## config.mk

```make
export PLATFORM = sky130hd
export DESIGN_NAME = idex_stage_flat
export DESIGN_NICKNAME = d
export VERILOG_FILES = /design/src/rtl/idex_stage_if.sv /design/src/rtl/idex_stage.sv /design/src/flat_wrapper.sv
export SDC_FILE = /design/constraint.sdc
export NUM_CORES = 1
export LEC_CHECK = 0
export ABC_CLOCK_PERIOD_IN_PS = 4210
export BUFFER_PORTS_ARGS = -buffer_cell sky130_fd_sc_hd__buf_2
export CAP_MARGIN = 20
export CORE_AREA = 5 5 147 149
export DETAILED_ROUTE_END_ITERATION = 6
export DIE_AREA = 0 0 152 154
export HOLD_SLACK_MARGIN = 0.02
export SLEW_MARGIN = 20
export SYNTH_ARGS = -nofsm -noshare
export SYNTH_HDL_FRONTEND = slang
export SYNTH_SLANG_ARGS = --single-unit
export TNS_END_PERCENT = 50
```

## constraint.sdc

```tcl
create_clock -name clock -period 4.21 [get_ports clock]
set_clock_uncertainty 0.2 [all_clocks]
set_input_delay 0.842 -clock clock [delete_from_list [all_inputs] [get_ports clock]]
set_output_delay 0.842 -clock clock [all_outputs]
set_load 0.1 [all_outputs]
```

## src/rtl/idex_stage_if.sv

```systemverilog
// Signal bundle between the ID/EX pipeline register and its surrounding pipeline.
// IDEX_STALL_COUNT_EN adds the stall_count observation output.
interface idex_stage_if #(
    parameter int WIDTH = 32
);
    logic [WIDTH-1:0] ifid_ir;
    logic             ifid_valid;
    logic [WIDTH-1:0] rf_a;
    logic [WIDTH-1:0] rf_b;
    logic             flush;
    logic [WIDTH-1:0] exmem_ir;
    logic [WIDTH-1:0] exmem_aluout;
    logic [WIDTH-1:0] memwb_ir;
    logic [WIDTH-1:0] memwb_value;
    logic [WIDTH-1:0] idex_ir;
    logic [WIDTH-1:0] idex_a;
    logic [WIDTH-1:0] idex_b;
    logic             idex_valid;
    logic [WIDTH-1:0] ain;
    logic [WIDTH-1:0] bin;
    logic             stall;
`ifdef IDEX_STALL_COUNT_EN
    logic [31:0]      stall_count;
`endif

    modport master (
        output ifid_ir, ifid_valid, rf_a, rf_b, flush,
               exmem_ir, exmem_aluout, memwb_ir, memwb_value,
`ifdef IDEX_STALL_COUNT_EN
        input  stall_count,
`endif
        input  idex_ir, idex_a, idex_b, idex_valid, ain, bin, stall
    );

    modport slave (
        input  ifid_ir, ifid_valid, rf_a, rf_b, flush,
               exmem_ir, exmem_aluout, memwb_ir, memwb_value,
`ifdef IDEX_STALL_COUNT_EN
        output stall_count,
`endif
        output idex_ir, idex_a, idex_b, idex_valid, ain, bin, stall
    );
endinterface

```

## src/rtl/idex_stage.sv

```systemverilog
// ID/EX pipeline register with load-use stall detection and EX operand forwarding.
// Optional IDEX_STALL_COUNT_EN adds a free-running stall cycle counter.
module idex_stage #(
    parameter int               WIDTH  = 32,
    parameter logic [WIDTH-1:0] NOP_IR = 32'h0000_0000
) (
    input logic         clock,
    input logic         reset,
    idex_stage_if.slave bus
);
    localparam logic [5:0] OP_ALU  = 6'd0;
    localparam logic [5:0] OP_JAL  = 6'd3;
    localparam logic [5:0] OP_ADDI = 6'd8;
    localparam logic [5:0] OP_LW   = 6'd35;
    localparam logic [5:0] OP_SW   = 6'd43;

    // Destination register; 0 means the instruction writes nothing.
    function automatic logic [4:0] dest_reg(input logic [5:0] op,
                                            input logic [4:0] rt,
                                            input logic [4:0] rd);
        logic [4:0] d;
        case (op)
            OP_ALU:         d = rd;
            OP_LW, OP_ADDI: d = rt;
            OP_JAL:         d = 5'd31;
            default:        d = 5'd0;
        endcase
        return d;
    endfunction

    function automatic logic uses_rs(input logic [5:0] op);
        return (op == OP_ALU) || (op == OP_LW) || (op == OP_SW) || (op == OP_ADDI);
    endfunction

    function automatic logic uses_rt(input logic [5:0] op);
        return (op == OP_ALU) || (op == OP_SW);
    endfunction

    function automatic logic [WIDTH-1:0] fwd(input logic [4:0]       r,
                                             input logic [WIDTH-1:0] own,
                                             input logic [4:0]       ex_dst,
                                             input logic             ex_lw,
                                             input logic [WIDTH-1:0] ex_val,
                                             input logic [4:0]       wb_dst,
                                             input logic [WIDTH-1:0] wb_val);
        logic [WIDTH-1:0] v;
        if ((r != 5'd0) && (ex_dst == r) && !ex_lw) begin
            v = ex_val;
        end else if ((r != 5'd0) && (wb_dst == r)) begin
            v = wb_val;
        end else begin
            v = own;
        end
        return v;
    endfunction

    logic [WIDTH-1:0] idex_ir_q, idex_ir_d;
    logic [WIDTH-1:0] idex_a_q, idex_a_d;
    logic [WIDTH-1:0] idex_b_q, idex_b_d;
    logic             idex_valid_q, idex_valid_d;
    logic             hazard_s;
    logic [4:0]       ex_dst_s, wb_dst_s;
    logic             unused_s;

    assign unused_s = ^{bus.exmem_ir[10:0], bus.memwb_ir[10:0]};

    // Load-use hazard: the LW in EX targets a register the ID instruction reads.
    always_comb begin
        hazard_s = 1'b0;
        if (idex_valid_q && (idex_ir_q[31:26] == OP_LW) && (idex_ir_q[20:16] != 5'd0)
            && bus.ifid_valid) begin
            hazard_s = (uses_rs(bus.ifid_ir[31:26]) && (idex_ir_q[20:16] == bus.ifid_ir[25:21]))
                    || (uses_rt(bus.ifid_ir[31:26]) && (idex_ir_q[20:16] == bus.ifid_ir[20:16]));
        end else begin
            hazard_s = 1'b0;
        end
    end

    // A flush or a load-use hazard both load a bubble into EX.
    always_comb begin
        idex_ir_d    = bus.ifid_ir;
        idex_a_d     = bus.rf_a;
        idex_b_d     = bus.rf_b;
        idex_valid_d = bus.ifid_valid;
        if (bus.flush || hazard_s) begin
            idex_ir_d    = NOP_IR;
            idex_a_d     = {WIDTH{1'b0}};
            idex_b_d     = {WIDTH{1'b0}};
            idex_valid_d = 1'b0;
        end else begin
            idex_ir_d    = bus.ifid_ir;
            idex_a_d     = bus.rf_a;
            idex_b_d     = bus.rf_b;
            idex_valid_d = bus.ifid_valid;
        end
    end

    always_ff @(posedge clock or posedge reset) begin
        if (reset) begin
            idex_ir_q    <= NOP_IR;
            idex_a_q     <= {WIDTH{1'b0}};
            idex_b_q     <= {WIDTH{1'b0}};
            idex_valid_q <= 1'b0;
        end else begin
            idex_ir_q    <= idex_ir_d;
            idex_a_q     <= idex_a_d;
            idex_b_q     <= idex_b_d;
            idex_valid_q <= idex_valid_d;
        end
    end

    assign ex_dst_s = dest_reg(bus.exmem_ir[31:26], bus.exmem_ir[20:16], bus.exmem_ir[15:11]);
    assign wb_dst_s = dest_reg(bus.memwb_ir[31:26], bus.memwb_ir[20:16], bus.memwb_ir[15:11]);

    assign bus.ain = fwd(idex_ir_q[25:21], idex_a_q, ex_dst_s, bus.exmem_ir[31:26] == OP_LW,
                         bus.exmem_aluout, wb_dst_s, bus.memwb_value);
    assign bus.bin = fwd(idex_ir_q[20:16], idex_b_q, ex_dst_s, bus.exmem_ir[31:26] == OP_LW,
                         bus.exmem_aluout, wb_dst_s, bus.memwb_value);

    assign bus.stall      = hazard_s & ~bus.flush;
    assign bus.idex_ir    = idex_ir_q;
    assign bus.idex_a     = idex_a_q;
    assign bus.idex_b     = idex_b_q;
    assign bus.idex_valid = idex_valid_q;

`ifdef IDEX_STALL_COUNT_EN
    logic [31:0] stall_count_q, stall_count_d;

    // Counts stalled cycles; wraps naturally at 32 bits.
    always_comb begin
        stall_count_d = stall_count_q;
        if (bus.stall) begin
            stall_count_d = stall_count_q + 32'd1;
        end else begin
            stall_count_d = stall_count_q;
        end
    end

    always_ff @(posedge clock or posedge reset) begin
        if (reset) begin
            stall_count_q <= 32'd0;
        end else begin
            stall_count_q <= stall_count_d;
        end
    end

    assign bus.stall_count = stall_count_q;
`endif
endmodule

```

## src/flat_wrapper.sv

```systemverilog
// flat-port wrapper written by rule: the top's interface ports become plain ports
module idex_stage_flat 
#(
    parameter int               WIDTH  = 32,
    parameter logic [WIDTH-1:0] NOP_IR = 32'h0000_0000
)
  (clock, reset, bus_ifid_ir, bus_ifid_valid, bus_rf_a, bus_rf_b, bus_flush, bus_exmem_ir, bus_exmem_aluout, bus_memwb_ir, bus_memwb_value, bus_idex_ir, bus_idex_a, bus_idex_b, bus_idex_valid, bus_ain, bus_bin, bus_stall);
  idex_stage_if #(.WIDTH(WIDTH)) bus_i ();
  input logic clock;
  input logic reset;
  input wire logic [$bits(bus_i.ifid_ir)-1:0] bus_ifid_ir;
  input wire logic [$bits(bus_i.ifid_valid)-1:0] bus_ifid_valid;
  input wire logic [$bits(bus_i.rf_a)-1:0] bus_rf_a;
  input wire logic [$bits(bus_i.rf_b)-1:0] bus_rf_b;
  input wire logic [$bits(bus_i.flush)-1:0] bus_flush;
  input wire logic [$bits(bus_i.exmem_ir)-1:0] bus_exmem_ir;
  input wire logic [$bits(bus_i.exmem_aluout)-1:0] bus_exmem_aluout;
  input wire logic [$bits(bus_i.memwb_ir)-1:0] bus_memwb_ir;
  input wire logic [$bits(bus_i.memwb_value)-1:0] bus_memwb_value;
  output wire logic [$bits(bus_i.idex_ir)-1:0] bus_idex_ir;
  output wire logic [$bits(bus_i.idex_a)-1:0] bus_idex_a;
  output wire logic [$bits(bus_i.idex_b)-1:0] bus_idex_b;
  output wire logic [$bits(bus_i.idex_valid)-1:0] bus_idex_valid;
  output wire logic [$bits(bus_i.ain)-1:0] bus_ain;
  output wire logic [$bits(bus_i.bin)-1:0] bus_bin;
  output wire logic [$bits(bus_i.stall)-1:0] bus_stall;
  assign bus_i.ifid_ir = bus_ifid_ir;
  assign bus_i.ifid_valid = bus_ifid_valid;
  assign bus_i.rf_a = bus_rf_a;
  assign bus_i.rf_b = bus_rf_b;
  assign bus_i.flush = bus_flush;
  assign bus_i.exmem_ir = bus_exmem_ir;
  assign bus_i.exmem_aluout = bus_exmem_aluout;
  assign bus_i.memwb_ir = bus_memwb_ir;
  assign bus_i.memwb_value = bus_memwb_value;
  assign bus_idex_ir = bus_i.idex_ir;
  assign bus_idex_a = bus_i.idex_a;
  assign bus_idex_b = bus_i.idex_b;
  assign bus_idex_valid = bus_i.idex_valid;
  assign bus_ain = bus_i.ain;
  assign bus_bin = bus_i.bin;
  assign bus_stall = bus_i.stall;
  idex_stage #(.WIDTH(WIDTH), .NOP_IR(NOP_IR)) u_core (.clock(clock), .reset(reset), .bus(bus_i));
endmodule
```

==> metrics <==
slowest CP cell or4b_4; outcome finished with violations; Layout area overhead 76.6%; Die Wd 152 um; Required @ worst endpoint 3170 ps; count of cell types in the netlist 45; placed cells 1,169; gpl congestion 0.867; critical path arrival 3490 ps; clock root buffer clkbuf_16; final cell count without fillers 1,191; crit share post-route 108%; die area 23,400 um2; Syn Area/Cell 10.2 um2; clk sinks 97; unrepaired setup endpoints after global routing yes; post-synthesis cell count 544; CP max stage delay 550 ps; FP Rows 52; CTS tree built; min cycle time layout 4530 ps; post-synth net total 772; Ys Warns 0; initial antenna violation count 3; WS Path Type input port to output port; CTS Buffer Depth 2; vias per std cell 4.80; Achievable Freq 221 MHz; clock slew at reported path FFs 80 ps; global-route wire length before repair 35.5 mm; Routed Antenna Nets 0; Final setup viols 64; initial core utilization 27.7%; Vias 5,716; most frequent cells in the layout 291 x buf_2, 100 x and2_1, 97 x dfrtp_1; Overflow after GRT 0; cell area power density 422 nW/um2; total track usage 19.3%; EDFF count, synth 0; drt pass-1 iters 5; crit path launch type input port; CTS Buf Count 9; Max-Cap Viols 0; pin count of the biggest net entering global routing 76; worst rel slew slack 50.6%; H-tree Lvls 3; Die Span Y 154 um; crit-path cells buf_6 > or4b_4 > buf_6 > a2111oi_4 > nor2_1 > xnor2_1 > a2111o_2 > buf_12 > mux2_4 > buf_12; synthesized area 5550 um2; fillers 1,875; register bit total from synthesis 97; failing checks negative setup slack; Remaining DRCs 0; register area share after synthesis 43.7%; Worst Path Buf+Inv 4; register-to-register setup slack 1020 ps; total power 4.13 mW; max-slew violation count 0; P_leak 4.69 nW; Buffers on Ports 357; final hold violation count 0; asr flop ratio synth 100%; dpl hpwl 18.1 mm; final WL 23.8 mm; Routed WL per cell 20.0 um; core area 20,000 um2; CP Max Fanout 28; setup ws final -318 ps; final core utilization 48.9%; share of layout cells above drive strength 1 58.4%; VDD IR max 0.200 mV; drt first-iter violations 197; Setup TNS -17,880 ps; Worst setup EP type output port; ys flop type dfrtp_1; vias in the first global route 6,125; commonest non-fill, non-tap cell in the layout buf_2; worst skew pair latency 340 ps; delay-heaviest family, CP compound AO/OA/AOI/OAI gates; Min-Delay Path Class input port to asynchronous set/reset pin; actual slew at the worst max-slew pin 739 ps; Nets 1,143; Ports 390
path summary, 6_finish.rpt:
check,start,to,cells after the start
worst min-delay path,reset,u_core.bus.idex_ir[5],2
worst max register to register,u_core.bus.idex_ir[17],u_core.bus.idex_ir[3],7
worst max-delay path,bus_exmem_ir[31],bus_bin[23],10
min in group clock,bus_ifid_ir[5],u_core.bus.idex_ir[5],2
worst min register to register,u_core.bus.idex_ir[26],u_core.bus.idex_ir[17],5
max in group asynchronous,reset,u_core.bus.idex_b[2],3
worst register-to-register path: stages (launching register included):
cell	delay [ps]
dfrtp_1	380
or4_1	510
nor2_1	320
a2111oi_0	130
buf_4	170
nor2_4	560
buf_4	560
and2_1	280
per-stage QoR:
stage	hold WS, ps	cell area [um2]	worst slack [ps]
floorplan	771	5940	-92.9
global placement	848	9250	-316
detailed placement	851	9250	-345
CTS	478	9590	-300
global route	304	9800	-391
finish	288	9800	-318
sequential cells by signal, summed over array words and instances, names as in the netlist:
register,cells
u_core.bus.idex_b,32
u_core.bus.idex_ir,32
u_core.bus.idex_a,32
u_core.bus.idex_valid,1
final cells by class:
cell class	instances	area, um2	share of cell area (%)
tap	270	338	3.45
sequential	97	2430	24.8
timing repair buffer	401	3270	33.3
multi-input combinational	403	3460	35.3
inverter	3	13.8	0.140
antenna	3	7.51	0.0766
clock buffer	10	239	2.44
clock inverter	4	53.8	0.549
report_power, final:
group	internal [mW]	switching, mW	total (mW)
registers	0.979	0.0290	1.01
clock network	0.474	0.366	0.841
logic	0.747	1.54	2.29
synthesized netlist by cell type (2+ instances only):
cell type,instances,area [um2]
a21oi_1,42,210
a31oi_1,34,213
and2_1,100,626
and4_1,2,17.5
buf_6,6,67.6
clkbuf_1,33,124
dfrtp_1,97,2430
inv_1,3,11.3
mux2_1,8,90.1
mux2_2,27,304
mux2_4,30,450
nand2_1,7,26.3
nand3_1,3,15.0
nand4_1,5,31.3
nor2_1,40,150
nor3_1,3,15.0
nor3b_1,4,30.0
nor4_1,5,31.3
nor4b_1,2,17.5
o211ai_1,3,22.5
o21ai_0,37,185
o2bb2ai_1,4,35.0
or3_1,2,12.5
or3b_2,2,17.5
or4_1,4,30.0
xnor2_1,17,149
xor2_1,6,52.6
kinds of logic after synthesis:
family | after synthesis | synth area share (%)
AND/OR/NAND/NOR | 185 | 19.5
AO/OA/AOI/OAI | 129 | 13.9
flip-flops | 97 | 43.7
multiplexers | 66 | 15.4
buffers and inverters | 44 | 3.88
XOR/XNOR | 23 | 3.63
routing by layer:
layer / GRT usage [%] / part of all wire [%]
met1: 23.0 / 41
met2: 33.8 / 49
met3: 5.96 / 7.9
met4: 5.27 / 2.0
met5: 0 / 0.084
what timing repair did:
item                                    CTS  global route
pin swaps                                 3             6
gates cloned                              0             2
hold buffers                              0             0
gates resized for setup                   8            18
setup buffers                             1             1
endpoints found under the setup margin   64            64
Note: power is estimated with default switching activity, not from simulation.
